File: src/rtl/if_id_queue_pkg.sv
// Shared constants for the IF->ID queue and the fetch/control logic that sizes it.
package if_id_queue_pkg;

  localparam logic        RstEnable  = 1'b1;
  localparam logic        ChipEnable = 1'b1;
  localparam logic [31:0] ZeroWord   = 32'h0000_0000;

  // Default queue depth; ctrl and pc_reg size their logic from this value too.
  localparam int          IfIdDepth  = 2;

endpackage

File: src/rtl/if_id_ram.sv
// DEPTH x W register array for the IF->ID queue: one write port, one asynchronous read port.
module if_id_ram
  import if_id_queue_pkg::*;
#(
  parameter int W     = 64,
  parameter int DEPTH = 2,
  parameter int IDX_W = $clog2(DEPTH)
) (
  input  logic             clk,
  input  logic             we_i,
  input  logic [IDX_W-1:0] waddr_i,
  input  logic [W-1:0]     wdata_i,
  input  logic [IDX_W-1:0] raddr_i,
  output logic [W-1:0]     rdata_o
);

  // Storage is intentionally not reset; the queue masks unoccupied entries.
  logic [W-1:0] mem_q [DEPTH];

  always_ff @(posedge clk) begin
    if (we_i == ChipEnable) begin
      mem_q[waddr_i] <= wdata_i;
    end
  end

  assign rdata_o = mem_q[raddr_i];

endmodule

File: src/rtl/if_id_queue.sv
// IF->ID pipeline stage: DEPTH-entry first-word-fall-through queue with valid/ready
// handshake on both sides, decode stall and flush.
module if_id_queue
  import if_id_queue_pkg::*;
#(
  parameter int ADDR_W = 32,
  parameter int INST_W = 32,
  parameter int DEPTH  = IfIdDepth
) (
  input  logic                       clk,
  input  logic                       rst,
  input  logic                       flush,
  input  logic                       if_valid,
  output logic                       if_ready,
  input  logic [ADDR_W-1:0]          if_pc,
  input  logic [INST_W-1:0]          if_inst,
  output logic                       id_valid,
  input  logic                       id_ready,
  output logic [ADDR_W-1:0]          id_pc,
  output logic [INST_W-1:0]          id_inst,
  output logic [$clog2(DEPTH+1)-1:0] count
);

  localparam int IDX_W = $clog2(DEPTH);
  localparam int PTR_W = IDX_W + 1;
  localparam int CNT_W = $clog2(DEPTH + 1);
  localparam int ENT_W = ADDR_W + INST_W;

  logic [PTR_W-1:0] wr_ptr_q, wr_ptr_d;
  logic [PTR_W-1:0] rd_ptr_q, rd_ptr_d;
  logic [CNT_W-1:0] count_q,  count_d;

  logic             empty, full, push, pop;
  logic [ENT_W-1:0] head;

  // Extra wrap bit distinguishes full from empty when the indices coincide.
  assign empty = (wr_ptr_q == rd_ptr_q);
  assign full  = (wr_ptr_q[IDX_W-1:0] == rd_ptr_q[IDX_W-1:0]) &&
                 (wr_ptr_q[IDX_W] != rd_ptr_q[IDX_W]);

  assign if_ready = ~full;
  assign id_valid = ~empty;
  assign push     = if_valid & if_ready;
  assign pop      = id_valid & id_ready;

  always_comb begin
    wr_ptr_d = wr_ptr_q;
    rd_ptr_d = rd_ptr_q;
    count_d  = count_q;
    if (flush) begin
      wr_ptr_d = '0;
      rd_ptr_d = '0;
      count_d  = '0;
    end else begin
      if (push) wr_ptr_d = wr_ptr_q + PTR_W'(1);
      if (pop)  rd_ptr_d = rd_ptr_q + PTR_W'(1);
      case ({push, pop})
        2'b10:   count_d = count_q + CNT_W'(1);
        2'b01:   count_d = count_q - CNT_W'(1);
        default: count_d = count_q;
      endcase
    end
  end

  always_ff @(posedge clk) begin
    if (rst == RstEnable) begin
      wr_ptr_q <= '0;
      rd_ptr_q <= '0;
      count_q  <= '0;
    end else begin
      wr_ptr_q <= wr_ptr_d;
      rd_ptr_q <= rd_ptr_d;
      count_q  <= count_d;
    end
  end

  if_id_ram #(
    .W     (ENT_W),
    .DEPTH (DEPTH),
    .IDX_W (IDX_W)
  ) u_ram (
    .clk     (clk),
    .we_i    (push & ~flush),
    .waddr_i (wr_ptr_q[IDX_W-1:0]),
    .wdata_i ({if_pc, if_inst}),
    .raddr_i (rd_ptr_q[IDX_W-1:0]),
    .rdata_o (head)
  );

  // Empty queue presents a NOP bubble instead of whatever the head slot holds.
  assign id_pc   = id_valid ? head[ENT_W-1:INST_W] : '0;
  assign id_inst = id_valid ? head[INST_W-1:0]     : '0;
  assign count   = count_q;

endmodule
File: config.mk
export PLATFORM = sky130hd
export DESIGN_NAME = if_id_queue
export DESIGN_NICKNAME = d
export VERILOG_FILES = /design/src/rtl/if_id_queue_pkg.sv /design/src/rtl/if_id_ram.sv /design/src/rtl/if_id_queue.sv
export SDC_FILE = /design/constraint.sdc
export NUM_CORES = 1
export LEC_CHECK = 0
export BUFFER_PORTS_ARGS = -buffer_cell sky130_fd_sc_hd__buf_2
export CORE_ASPECT_RATIO = 1.25
export CORE_MARGIN = 4
export CORE_UTILIZATION = 40
export CTS_CLUSTER_DIAMETER = 40
export DETAILED_ROUTE_END_ITERATION = 10
export GPL_TIMING_DRIVEN = 0
export HOLD_SLACK_MARGIN = 0.03
export PLACE_DENSITY = 0.66
export SYNTH_ARGS = -nofsm -noshare
export SYNTH_HDL_FRONTEND = slang
export SYNTH_SLANG_ARGS = --single-unit
File: constraint.sdc
create_clock -name clk -period 6.25 [get_ports clk]
set_input_delay 0.9375 -clock clk [delete_from_list [all_inputs] [get_ports clk]]
set_output_delay 0.9375 -clock clk [all_outputs]
set_load 0.01 [all_outputs]
==> summary.md <==
| Metric | Value |
|---|---|
| DR WL/cell | 16.2 µm |
| Via Count | 3085 |
| Pre-CTS WS | 3520 ps |
| CTS H-tree lvls | 4 |
| Post-Synth XOR/XNOR Area | 0.840% |
| Worst skew pair latency | 410 ps |
| DRC violations left | 0 |
| NumNets Final | 550 |
| Critical Path Start | wr_ptr_q[1]$_SDFFE_PP0N_ |
| Sw power | 0.466 mW |
| Worst min path class | flop to flop |
| Core ar. | 12700 µm² |
| Internal cell power | 1.67 mW |
| Worst setup margin | 3320 ps |
| Max_cap viols | 0 |
| Hold_buf cts | 0 |
| Max Freq | 341 MHz |
| Initial DRT Pass Iterations | 4 |
| Fin crit period | 2930 ps |
| Crit. End Element | output port |
| WL final | 10700 µm |
| RSZ-0062 raised after global routing | no |
| Slowest CP cell | dfxtp_1 |
| Mapped cell area | 5210 µm² |
| Die height | 136 µm |
| ANT cells | 0 |
| Initial drt markers | 104 |
| R2R cell count | 7 |
| CP Capture Point | id_inst[6] |
| Crit path largest cell delay | 430 ps |
| Vias per cell | 4.67 |
| Peak VDD IR | 162 µV |
| Status | complete, no violations |
| Flops & latches, synth | 135 |
| Actual slew at the worst max-slew pin | 709 ps |
| CTS buffer count | 17 |
| Net Count, Synth | 385 |
| Post-Synth Adder-Cell Area | 0.240% |
| Normalized max-slew margin | 52.5% |
| Worst Path Required | 5310 ps |
| Type of origin of the critical path | flop |
| Setup slack, reg-to-reg | 3850 ps |
| Root buffer cell | clkbuf_16 |
| Gr usage total | 14.7% |
| First-pass GRT wire length | 16400 µm |
| Synth Warn # | 0 |
| Comb pwr share | 7.8% |
| Flop pwr share | 48.0% |
| Post-DP Area | 6260 µm² |
| Cell variety after synth | 22 |
| PwrDens | 314 nW/µm² |
| Initial core utilization | 41.0% |
| Post-synthesis mux area share | 12.7% |
| Design area | 6830 µm² |
| Layout cells sized above 1 | 38.9% |
| Main combinational cell family by area after synthesis | multiplexers |
| Final core occ | 53.7% |
| # setup viols final | 0 |
| Total die area | 14900 µm² |
| Period utilization | 46.9% |
| CTS resizes | 0 |
| GRT overflow | 0 |
| Compound-gate portion of the synthesized area | 1.68% |
| CTS Buffer Depth | 2 |
| Fillers | 1065 |
| Worst-path cell chain | xor2_1 -> nor2_1 -> buf_6 -> buf_6 -> nor2_1 -> buf_2 |
| Hold path depth | 2 |
| Post-Synthesis Cells | 315 |
| Clock power frac | 44.2% |
| Cell Rows | 46 |
| Vias in the first global route | 3316 |
| Crit path DAT | 2000 ps |
| Initial antenna violation count | 0 |
| Clock sinks | 135 |
| Area occupied by multi-input gates | 1120 µm² |
| Post-DP HPWL | 7520 µm |
| Worst r2r dst | u_ram.mem_q[0][50]$_DFFE_PP_ |
| Max FO, Critical Path | 10 |
| Syn Area/Cell | 16.5 µm² |
| Largest net degree at the start of global routing | 19 |
| Worst-path clk slew | 60 ps |
| Gpl congestion | 0.734 |
| Area growth syn-to-layout | 31.0% |
| Sequential area share after synthesis | 76.4% |
| Post-CTS Setup Bufs | 0 |
| Clock skew | 6.31 ps |
| Seq. cell area | 3980 µm² |
| RR Startpoint | rd_ptr_q[0]$_SDFFE_PP0P_ |
| IO Port Bufs | 136 |
| Leak | 2.63 nW |
| Max Transition Viols Final | 0 |
| Io pins | 137 |
| Crit Path Class | flop to output port |
| CTS tree | done |
| Antenna viol nets, final | 0 |
| Horiz. Die Dim | 110 µm |
| Sw Ratio | 21.8% |
| Final hold violation count | 0 |
| Post-synthesis simple-gate area fraction | 5.76% |
power groups by stage:
| stage | registers (mW) | logic [mW] | clock network [mW] |
|---|---|---|---|
| floorplan | 1.05 | 0.0861 | 0 |
| global placement | 1.05 | 0.157 | 0 |
| detailed placement | 1.05 | 0.170 | 0 |
| CTS | 1.03 | 0.171 | 0.965 |
| global route | 1.03 | 0.184 | 1.01 |
| finish | 1.03 | 0.167 | 0.946 |
metal layers:
metal	global-route usage [%]	share of wire [%]	wire, µm	vias to the layer above
li1	-	-	-	1494
met1	16.1	39	4150	1498
met2	25.9	55	5860	82
met3	4.86	4.9	520	11
met4	6.02	1.6	167	0
met5	0	0	0	-
stage by stage:
stage / std cells / TNS [ps] / hold WS, ps / power, mW
after floorplan: 315 / 0 / 508 / 1.13
after global placement: 619 / -153690 / 476 / 1.21
after detailed placement: 629 / 0 / 527 / 1.22
after CTS: 661 / 0 / 535 / 2.16
after global routing: 661 / 0 / 546 / 2.22
final: 661 / 0 / 519 / 2.14
cell families after synthesis:
family          Yosys count
simple gates             76
fa+ha+maj                 1
flops                   135
buf+inv                  19
xor+xnor                  5
compound gates           13
mux                      66
final cells by class:
cell class / instances / area share (%)
sequential: 135 / 58.4
buffer: 16 / 1.63
multi-input combinational: 161 / 16.4
clock buffer: 18 / 6.29
tap: 168 / 3.08
clock inverter: 14 / 1.94
inverter: 3 / 0.165
timing repair buffer: 146 / 12.1
cells in the final DEF (no fill, tap or decap), types with 2 or more instances in the layout:
cell type / Yosys / layout
clkinv_1: 0 / 5
inv_6: 0 / 2
nand2b_1: 2 / 2
o21ai_0: 4 / 4
o21ba_2: 2 / 2
clkbuf_16: 0 / 17
nor2_1: 68 / 68
nand2_1: 2 / 2
mux2i_1: 66 / 66
inv_1: 3 / 3
clkinvlp_4: 0 / 3
a21boi_0: 2 / 2
edfxtp_1: 128 / 128
xor2_1: 3 / 3
buf_8: 0 / 4
dfxtp_1: 7 / 7
a21oi_1: 2 / 2
bufinv_16: 0 / 2
xnor2_1: 2 / 2
buf_6: 5 / 10
buf_2: 11 / 147
worst min-delay path by stage:
stage                                      from                     to  slack [ps]
after global routing      count[1]$_SDFFE_PP0P_  count[1]$_SDFFE_PP0P_         550
after floorplan           count[1]$_SDFFE_PP0P_  count[1]$_SDFFE_PP0P_         510
after global placement    count[1]$_SDFFE_PP0P_  count[1]$_SDFFE_PP0P_         480
final                     count[1]$_SDFFE_PP0P_  count[1]$_SDFFE_PP0P_         520
after CTS                 count[1]$_SDFFE_PP0P_  count[1]$_SDFFE_PP0P_         530
after detailed placement  count[1]$_SDFFE_PP0P_  count[1]$_SDFFE_PP0P_         530
registers in the layout, indices dropped and copies added (netlist names), named ones only:
| name | flops |
|---|---|
| count | 2 |
| rd_ptr_q | 2 |
| u_ram.mem_q | 128 |
| wr_ptr_q | 2 |
critical path, delay by kind of cell (launching register included):
| family | cells | cell delay (ps) |
|---|---|---|
| flip-flops | 1 | 430 |
| AND/OR/NAND/NOR | 2 | 310 |
| buffers and inverters | 3 | 480 |
| XOR/XNOR | 1 | 360 |
cell usage after synthesis, drive strengths merged:
cell type | n | share of area, %
edfxtp | 128 | 74
nor2 | 68 | 4.9
mux2i | 66 | 13
buf | 16 | 2.1
dfxtp | 7 | 2.7
o21ai | 4 | 0.38
inv | 3 | 0.22
xor2 | 3 | 0.50
a21boi | 2 | 0.29
a21oi | 2 | 0.19
nand2 | 2 | 0.14
nand2b | 2 | 0.24
nor3 | 2 | 0.19
o21ba | 2 | 0.38
xnor2 | 2 | 0.34
a2111oi | 1 | 0.17
a211oi | 1 | 0.14
a31oi | 1 | 0.12
ha | 1 | 0.24
nand4b | 1 | 0.17
or3 | 1 | 0.12
(Power assumes the default switching activity.)
